==> config.mk <==
export PLATFORM = sky130hd
export DESIGN_NAME = if_id_stage
export DESIGN_NICKNAME = d
export VERILOG_FILES = /design/src/rtl/riscv_pkg.sv /design/src/rtl/if_id_fifo.sv /design/src/rtl/if_id_stage.sv
export SDC_FILE = /design/constraint.sdc
export NUM_CORES = 1
export LEC_CHECK = 0
export ABC_AREA = 1
export CAP_MARGIN = 15
export CORE_MARGIN = 1
export CORE_UTILIZATION = 40
export CTS_BUF_LIST = sky130_fd_sc_hd__clkbuf_4 sky130_fd_sc_hd__clkbuf_8 sky130_fd_sc_hd__clkbuf_16
export DETAILED_ROUTE_END_ITERATION = 12
export PLACE_DENSITY_LB_ADDON = 0.3
export SLEW_MARGIN = 20
export SYNTH_ARGS = -nofsm -noshare
export SYNTH_HDL_FRONTEND = slang
export SYNTH_HIERARCHICAL = 1
export SYNTH_SLANG_ARGS = --single-unit
==> constraint.sdc <==
create_clock -name clk -period 5 [get_ports clk]
set_clock_uncertainty 0.2 [all_clocks]
set_input_delay 1 -clock clk [delete_from_list [all_inputs] [get_ports clk]]
set_output_delay 1 -clock clk [all_outputs]
set_load 0.1 [all_outputs]
==> src/rtl/riscv_pkg.sv <==
// ============================================================================
// Module   : riscv_pkg
// Brief    : Shared RV32 constants, instruction field positions and the
//            fetch-to-decode packet layout.
// Revision : 1.0 - initial release
// ============================================================================
`default_nettype none

package riscv_pkg;

    localparam logic [31:0] NOP_INST = 32'h00000013;

    localparam int OPCODE_LSB = 0;
    localparam int OPCODE_MSB = 6;
    localparam int RD_LSB     = 7;
    localparam int RD_MSB     = 11;
    localparam int FUNCT3_LSB = 12;
    localparam int FUNCT3_MSB = 14;
    localparam int RS1_LSB    = 15;
    localparam int RS1_MSB    = 19;
    localparam int RS2_LSB    = 20;
    localparam int RS2_MSB    = 24;
    localparam int FUNCT7_LSB = 25;
    localparam int FUNCT7_MSB = 31;

    // Field order matches the 64-bit bundle: instruction in the upper half.
    typedef struct packed {
        logic [31:0] instruction;
        logic [31:0] pc;
    } fetch_pkt_t;

endpackage

`default_nettype wire

==> src/rtl/if_id_fifo.sv <==
// ============================================================================
// Module   : if_id_fifo
// Brief    : DEPTH-entry valid/ready skid FIFO with single-cycle flush.
// Revision : 1.0 - initial release
// ============================================================================
`default_nettype none

module if_id_fifo #(
    parameter int WIDTH = 64,
    parameter int DEPTH = 2,
    parameter int CNT_W = $clog2(DEPTH + 1)
) (
    input  logic             clk,
    input  logic             rstn,
    input  logic             flush,
    input  logic             in_valid,
    output logic             in_ready,
    input  logic [WIDTH-1:0] in_data,
    output logic             out_valid,
    input  logic             out_ready,
    output logic [WIDTH-1:0] out_data,
    output logic [CNT_W-1:0] count
);

    localparam int PTR_W = $clog2(DEPTH);

    logic [WIDTH-1:0] mem_q [DEPTH];
    logic [WIDTH-1:0] mem_d [DEPTH];
    logic [PTR_W-1:0] wr_ptr_q, wr_ptr_d;
    logic [PTR_W-1:0] rd_ptr_q, rd_ptr_d;
    logic [CNT_W-1:0] count_q, count_d;
    logic             w_push;
    logic             w_pop;

    // Ready looks only at registered occupancy, never at the consumer.
    assign in_ready  = (count_q < CNT_W'(DEPTH));
    assign out_valid = (count_q != '0);
    assign out_data  = out_valid ? mem_q[rd_ptr_q] : '0;
    assign count     = count_q;

    assign w_push = in_valid && in_ready && !flush;
    assign w_pop  = out_valid && out_ready && !flush;

    always_comb begin
        mem_d    = mem_q;
        wr_ptr_d = wr_ptr_q;
        rd_ptr_d = rd_ptr_q;
        count_d  = count_q;
        if (flush) begin
            wr_ptr_d = '0;
            rd_ptr_d = '0;
            count_d  = '0;
        end else begin
            if (w_push) begin
                mem_d[wr_ptr_q] = in_data;
                wr_ptr_d        = wr_ptr_q + PTR_W'(1);
            end
            if (w_pop) begin
                rd_ptr_d = rd_ptr_q + PTR_W'(1);
            end
            if (w_push && !w_pop) begin
                count_d = count_q + CNT_W'(1);
            end else if (w_pop && !w_push) begin
                count_d = count_q - CNT_W'(1);
            end
        end
    end

    always_ff @(posedge clk or negedge rstn) begin
        if (!rstn) begin
            for (int i = 0; i < DEPTH; i++) begin
                mem_q[i] <= '0;
            end
            wr_ptr_q <= '0;
            rd_ptr_q <= '0;
            count_q  <= '0;
        end else begin
            mem_q    <= mem_d;
            wr_ptr_q <= wr_ptr_d;
            rd_ptr_q <= rd_ptr_d;
            count_q  <= count_d;
        end
    end

endmodule

`default_nettype wire

==> src/rtl/if_id_stage.sv <==
// ============================================================================
// Module   : if_id_stage
// Brief    : Fetch-to-decode receiver: skid buffering, flush, field extract.
//            Optional counters enabled by defining IF_ID_PERF_EN.
// Revision : 1.0 - initial release
// ============================================================================
`default_nettype none

module if_id_stage
    import riscv_pkg::*;
#(
    parameter int                    REG_WIDTH = 32,
    parameter int                    DEPTH     = 2,
    parameter logic [REG_WIDTH-1:0]  NOP_INST  = riscv_pkg::NOP_INST
) (
    input  logic                   clk,
    input  logic                   rstn,
    input  logic [2*REG_WIDTH-1:0] fetch_dec_reg,
    input  logic                   fetch_valid,
    output logic                   fetch_ready,
    input  logic                   flush,
    input  logic                   dec_ready,
    output logic                   dec_valid,
    output logic [REG_WIDTH-1:0]   dec_instruction,
    output logic [REG_WIDTH-1:0]   dec_pc,
    output logic [6:0]             opcode,
    output logic [4:0]             rd_addr,
    output logic [2:0]             funct3,
    output logic [4:0]             rs1_addr,
    output logic [4:0]             rs2_addr,
    output logic [6:0]             funct7
`ifdef IF_ID_PERF_EN
    ,
    output logic [31:0]            stall_cycles,
    output logic [31:0]            flush_drops
`endif
);

    localparam int CNT_W = $clog2(DEPTH + 1);

    fetch_pkt_t       head_pkt;
    logic [CNT_W-1:0] fifo_count;

    if_id_fifo #(
        .WIDTH (2 * REG_WIDTH),
        .DEPTH (DEPTH),
        .CNT_W (CNT_W)
    ) u_fifo (
        .clk       (clk),
        .rstn      (rstn),
        .flush     (flush),
        .in_valid  (fetch_valid),
        .in_ready  (fetch_ready),
        .in_data   (fetch_dec_reg),
        .out_valid (dec_valid),
        .out_ready (dec_ready),
        .out_data  (head_pkt),
        .count     (fifo_count)
    );

    assign dec_instruction = dec_valid ? head_pkt.instruction : NOP_INST;
    assign dec_pc          = dec_valid ? head_pkt.pc : '0;

    assign opcode   = dec_instruction[OPCODE_MSB:OPCODE_LSB];
    assign rd_addr  = dec_instruction[RD_MSB:RD_LSB];
    assign funct3   = dec_instruction[FUNCT3_MSB:FUNCT3_LSB];
    assign rs1_addr = dec_instruction[RS1_MSB:RS1_LSB];
    assign rs2_addr = dec_instruction[RS2_MSB:RS2_LSB];
    assign funct7   = dec_instruction[FUNCT7_MSB:FUNCT7_LSB];

`ifdef IF_ID_PERF_EN
    logic [31:0] stall_cycles_q, stall_cycles_d;
    logic [31:0] flush_drops_q, flush_drops_d;
    logic [32:0] drop_sum;

    // Dropped packets = everything buffered plus the one on the bus, if any.
    assign drop_sum = {1'b0, flush_drops_q} + 33'(fifo_count) + 33'(fetch_valid);

    always_comb begin
        stall_cycles_d = stall_cycles_q;
        flush_drops_d  = flush_drops_q;
        if (fetch_valid && !fetch_ready && (stall_cycles_q != 32'hFFFF_FFFF)) begin
            stall_cycles_d = stall_cycles_q + 32'd1;
        end
        if (flush) begin
            flush_drops_d = drop_sum[32] ? 32'hFFFF_FFFF : drop_sum[31:0];
        end
    end

    always_ff @(posedge clk or negedge rstn) begin
        if (!rstn) begin
            stall_cycles_q <= '0;
            flush_drops_q  <= '0;
        end else begin
            stall_cycles_q <= stall_cycles_d;
            flush_drops_q  <= flush_drops_d;
        end
    end

    assign stall_cycles = stall_cycles_q;
    assign flush_drops  = flush_drops_q;
`endif

endmodule

`default_nettype wire

==> impl_metrics.tcl <==
set metrics [dict create \
    status "complete, no violations" \
    cp_cell_sequence "inv_2 -> buf_4 -> nand2_1 -> a21oi_1 -> nand2_1 -> inv_1 -> buf_4" \
    synth_area_mm2 0.00724 \
    rsz0062_at_grt "false" \
    leakage_nw 4.80 \
    multiInputGateArea_mm2 0.00276 \
    synth.avg_cell_area_um2 8.13 \
    synthSimpleGateAreaFrac 0.180 \
    viasPerCell 4.61 \
    clockPowerShare 0.306 \
    pwr_density_cell_mw_per_mm2 491 \
    cts_buffers 17 \
    routedWlPerCell_um 12.9 \
    yosys.area.top_type "dfrtp_1" \
    drc 0 \
    ys_seq_area_frac 0.456 \
    p_sw_mw 1.65 \
    cp.arrival_ns 2.48 \
    clockBufferDepth 2 \
    finalCritPeriodShare 0.735 \
    synth_compound_area_frac 0.195 \
    syn-num-nets 960 \
    ant_nets 0 \
    hold_class "register to register" \
    netSwitchingFraction 0.376 \
    drtPass1Iterations 5 \
    p_int_mw 2.75 \
    slowest_stage "buf_4" \
    synth_top_family_by_area "compound AO/OA/AOI/OAI gates" \
    cp_max_fo 41 \
    antenna_found_initial 0 \
    critical_path.max_stage_delay_ns 0.50 \
    die-area_mm2 0.0187 \
    cp-start-kind "register" \
    grt_usage 0.179 \
    die_h_um 137 \
    final_nets 1064 \
    rows 48 \
    final_hold_viol_count 0 \
    area_growth_pct 23.7 \
    tns_ns 0 \
    start_util 0.415 \
    root_buffer "clkbuf_16" \
    place_hpwl_um 9560 \
    core_area_mm2 0.0175 \
    pre_cts_ws_ns 1.75 \
    peakVddDrop_mv 0.295 \
    grt_pass1_vias 5136 \
    htreeDepth 4 \
    tightest_slew_ns 1.03 \
    diodes 0 \
    max-cap-violations 0 \
    n_fill_cell 1714 \
    cts_tree "yes" \
    clk_pin_slew_ns 0.06 \
    comb_power_share 0.331 \
    cts_hold_repair.buffers 0 \
    ys_types 20 \
    synthAdderAreaFrac 0 \
    period_needed_ns 3.68 \
    drtIter0Drc 338 \
    overflow 0 \
    seq_area_mm2 0.00330 \
    slew_violations 0 \
    grt_pass1_wl_um 25700 \
    die_w_um 137 \
    crit_type "register to output port" \
    grt_max_degree 130 \
    synthMuxAreaShare 0 \
    num_vias 5685 \
    cts-resized-gates 0 \
    worst_slack_ns 1.32 \
    setup_viol 0 \
    critPathRequiredTime_ns 3.80 \
    fmax_ghz 0.272 \
    drive_gt1_frac 0.258 \
    synth_cells 891 \
    synth.area.top_cells "dfrtp_1 46%, nand2_1 17%, o21ai_2 14%" \
    endpoint_kind "output port" \
    boundaryPins 167 \
    cts_sinks 132 \
    finalWirelength_um 15900 \
    port_buffers 166 \
    yosysWarnings 6 \
    cts_setup_buffers 0 \
    gp_congestion 0.760 \
    synth_top_cell_area_share 0.456 \
    clock_latency_ns 0.41 \
    synth_seq_cells 132 \
    relSlewSlack 0.311 \
    pwr-share-seq 0.363 \
    synth-xor-area-share 0 \
]
[power groups by stage]
stage / Combinational (mW) / Sequential (mW) / Clock (mW)
floorplan: 1.24 / 1.57 / 0
finish: 1.46 / 1.60 / 1.35
CTS: 1.47 / 1.59 / 1.38
detailed placement: 1.47 / 1.61 / 0
global placement: 1.45 / 1.60 / 0
global route: 1.59 / 1.64 / 1.42
[path summary, 6_finish.rpt]
path	start	to	slack [ns]	cells after the start
worst max-delay path	u_fifo/rd_ptr_q$_DFFE_PN0P_	dec_instruction[3]	1.32	7
worst min-delay path	u_fifo/mem_q[73]$_DFFE_PN0P_	u_fifo/mem_q[73]$_DFFE_PN0P_	0.28	2
worst max register to register	u_fifo/count[0]$_DFFE_PN0P_	u_fifo/count[1]$_DFFE_PN0P_	2.77	10
worst min register to register	u_fifo/mem_q[73]$_DFFE_PN0P_	u_fifo/mem_q[73]$_DFFE_PN0P_	0.28	2
max in group asynchronous	rstn	u_fifo/mem_q[74]$_DFFE_PN0P_	3.34	2
min in group asynchronous	rstn	u_fifo/mem_q[24]$_DFFE_PN0P_	0.33	1
[layout make-up]
type,instances,share of cell area
clock inverter,14,0.0235
sequential,132,0.369
timing repair buffer,173,0.165
clock buffer,18,0.0483
inverter,134,0.0561
multi-input combinational,537,0.308
tap,225,0.0314
[cells by family after synthesis]
logic type      after synthesis
simple gates                341
buf+inv                     222
compound gates              196
flops                       132
[worst max-delay path: cells and delay by family (launching register included)]
family | cells | cell delay, ns
simple gates | 2 | 0.16
flops | 1 | 0.40
buf+inv | 4 | 1.26
compound gates | 1 | 0.20
[through the flow]
step	total power, mW	hold slack, ns	cell area, um^2	instances	utilization
finish	4.40	0.277	8960	1233	0.513
global route	4.65	0.291	8960	1233	0.513
CTS	4.44	0.281	8960	1233	0.513
detailed placement	3.08	0.267	8320	1201	0.476
global placement	3.05	0.263	8320	1201	0.476
floorplan	2.81	0.255	7240	891	-
[sequential cells by signal (all words and copies together), names as in the netlist]
register,flops
u_fifo/mem_q,128
u_fifo/rd_ptr_q,1
u_fifo/wr_ptr_q,1
u_fifo/count,2
[routing by layer]
| metal | track usage | vias up | share of wire |
|---|---|---|---|
| li1 | - | 2901 | - |
| met1 | 0.237 | 2627 | 0.46 |
| met2 | 0.288 | 141 | 0.48 |
| met3 | 0.0374 | 16 | 0.048 |
| met4 | 0.0660 | 0 | 0.013 |
| met5 | 0 | - | 0 |
[cells in the mapped netlist]
master / count
inv_2: 1
nand3_1: 3
nor2_4: 1
dfrtp_1: 132
o21ai_2: 115
nand2_4: 1
buf_2: 13
o21ai_0: 2
nand4_1: 1
inv_1: 133
clkbuf_2: 1
a21oi_1: 66
nor2_1: 2
buf_6: 33
buf_4: 33
o21ai_1: 13
buf_1: 3
nand2_2: 2
nand2_1: 331
clkbuf_1: 5
[cells in the final DEF, fill, tap and decap left out]
master           instances
a21oi_1                 66
inv_1                  132
bufinv_16                5
nand2_8                  2
clkdlybuf4s50_1         69
nand3_1                  3
o21ai_1                 13
nand2_1                330
buf_6                    1
dfrtp_1                131
nand2_2                  1
o21ai_2                115
buf_4                  103
clkbuf_16               17
inv_2                    2
clkbuf_4                 1
dfrtp_2                  1
nand2_4                  1
o21ai_0                  2
nor2_4                   2
clkinv_2                 3
nor2_1                   1
nand4_1                  1
clkinvlp_4               6
Note: power is estimated with default switching activity, not from simulation.
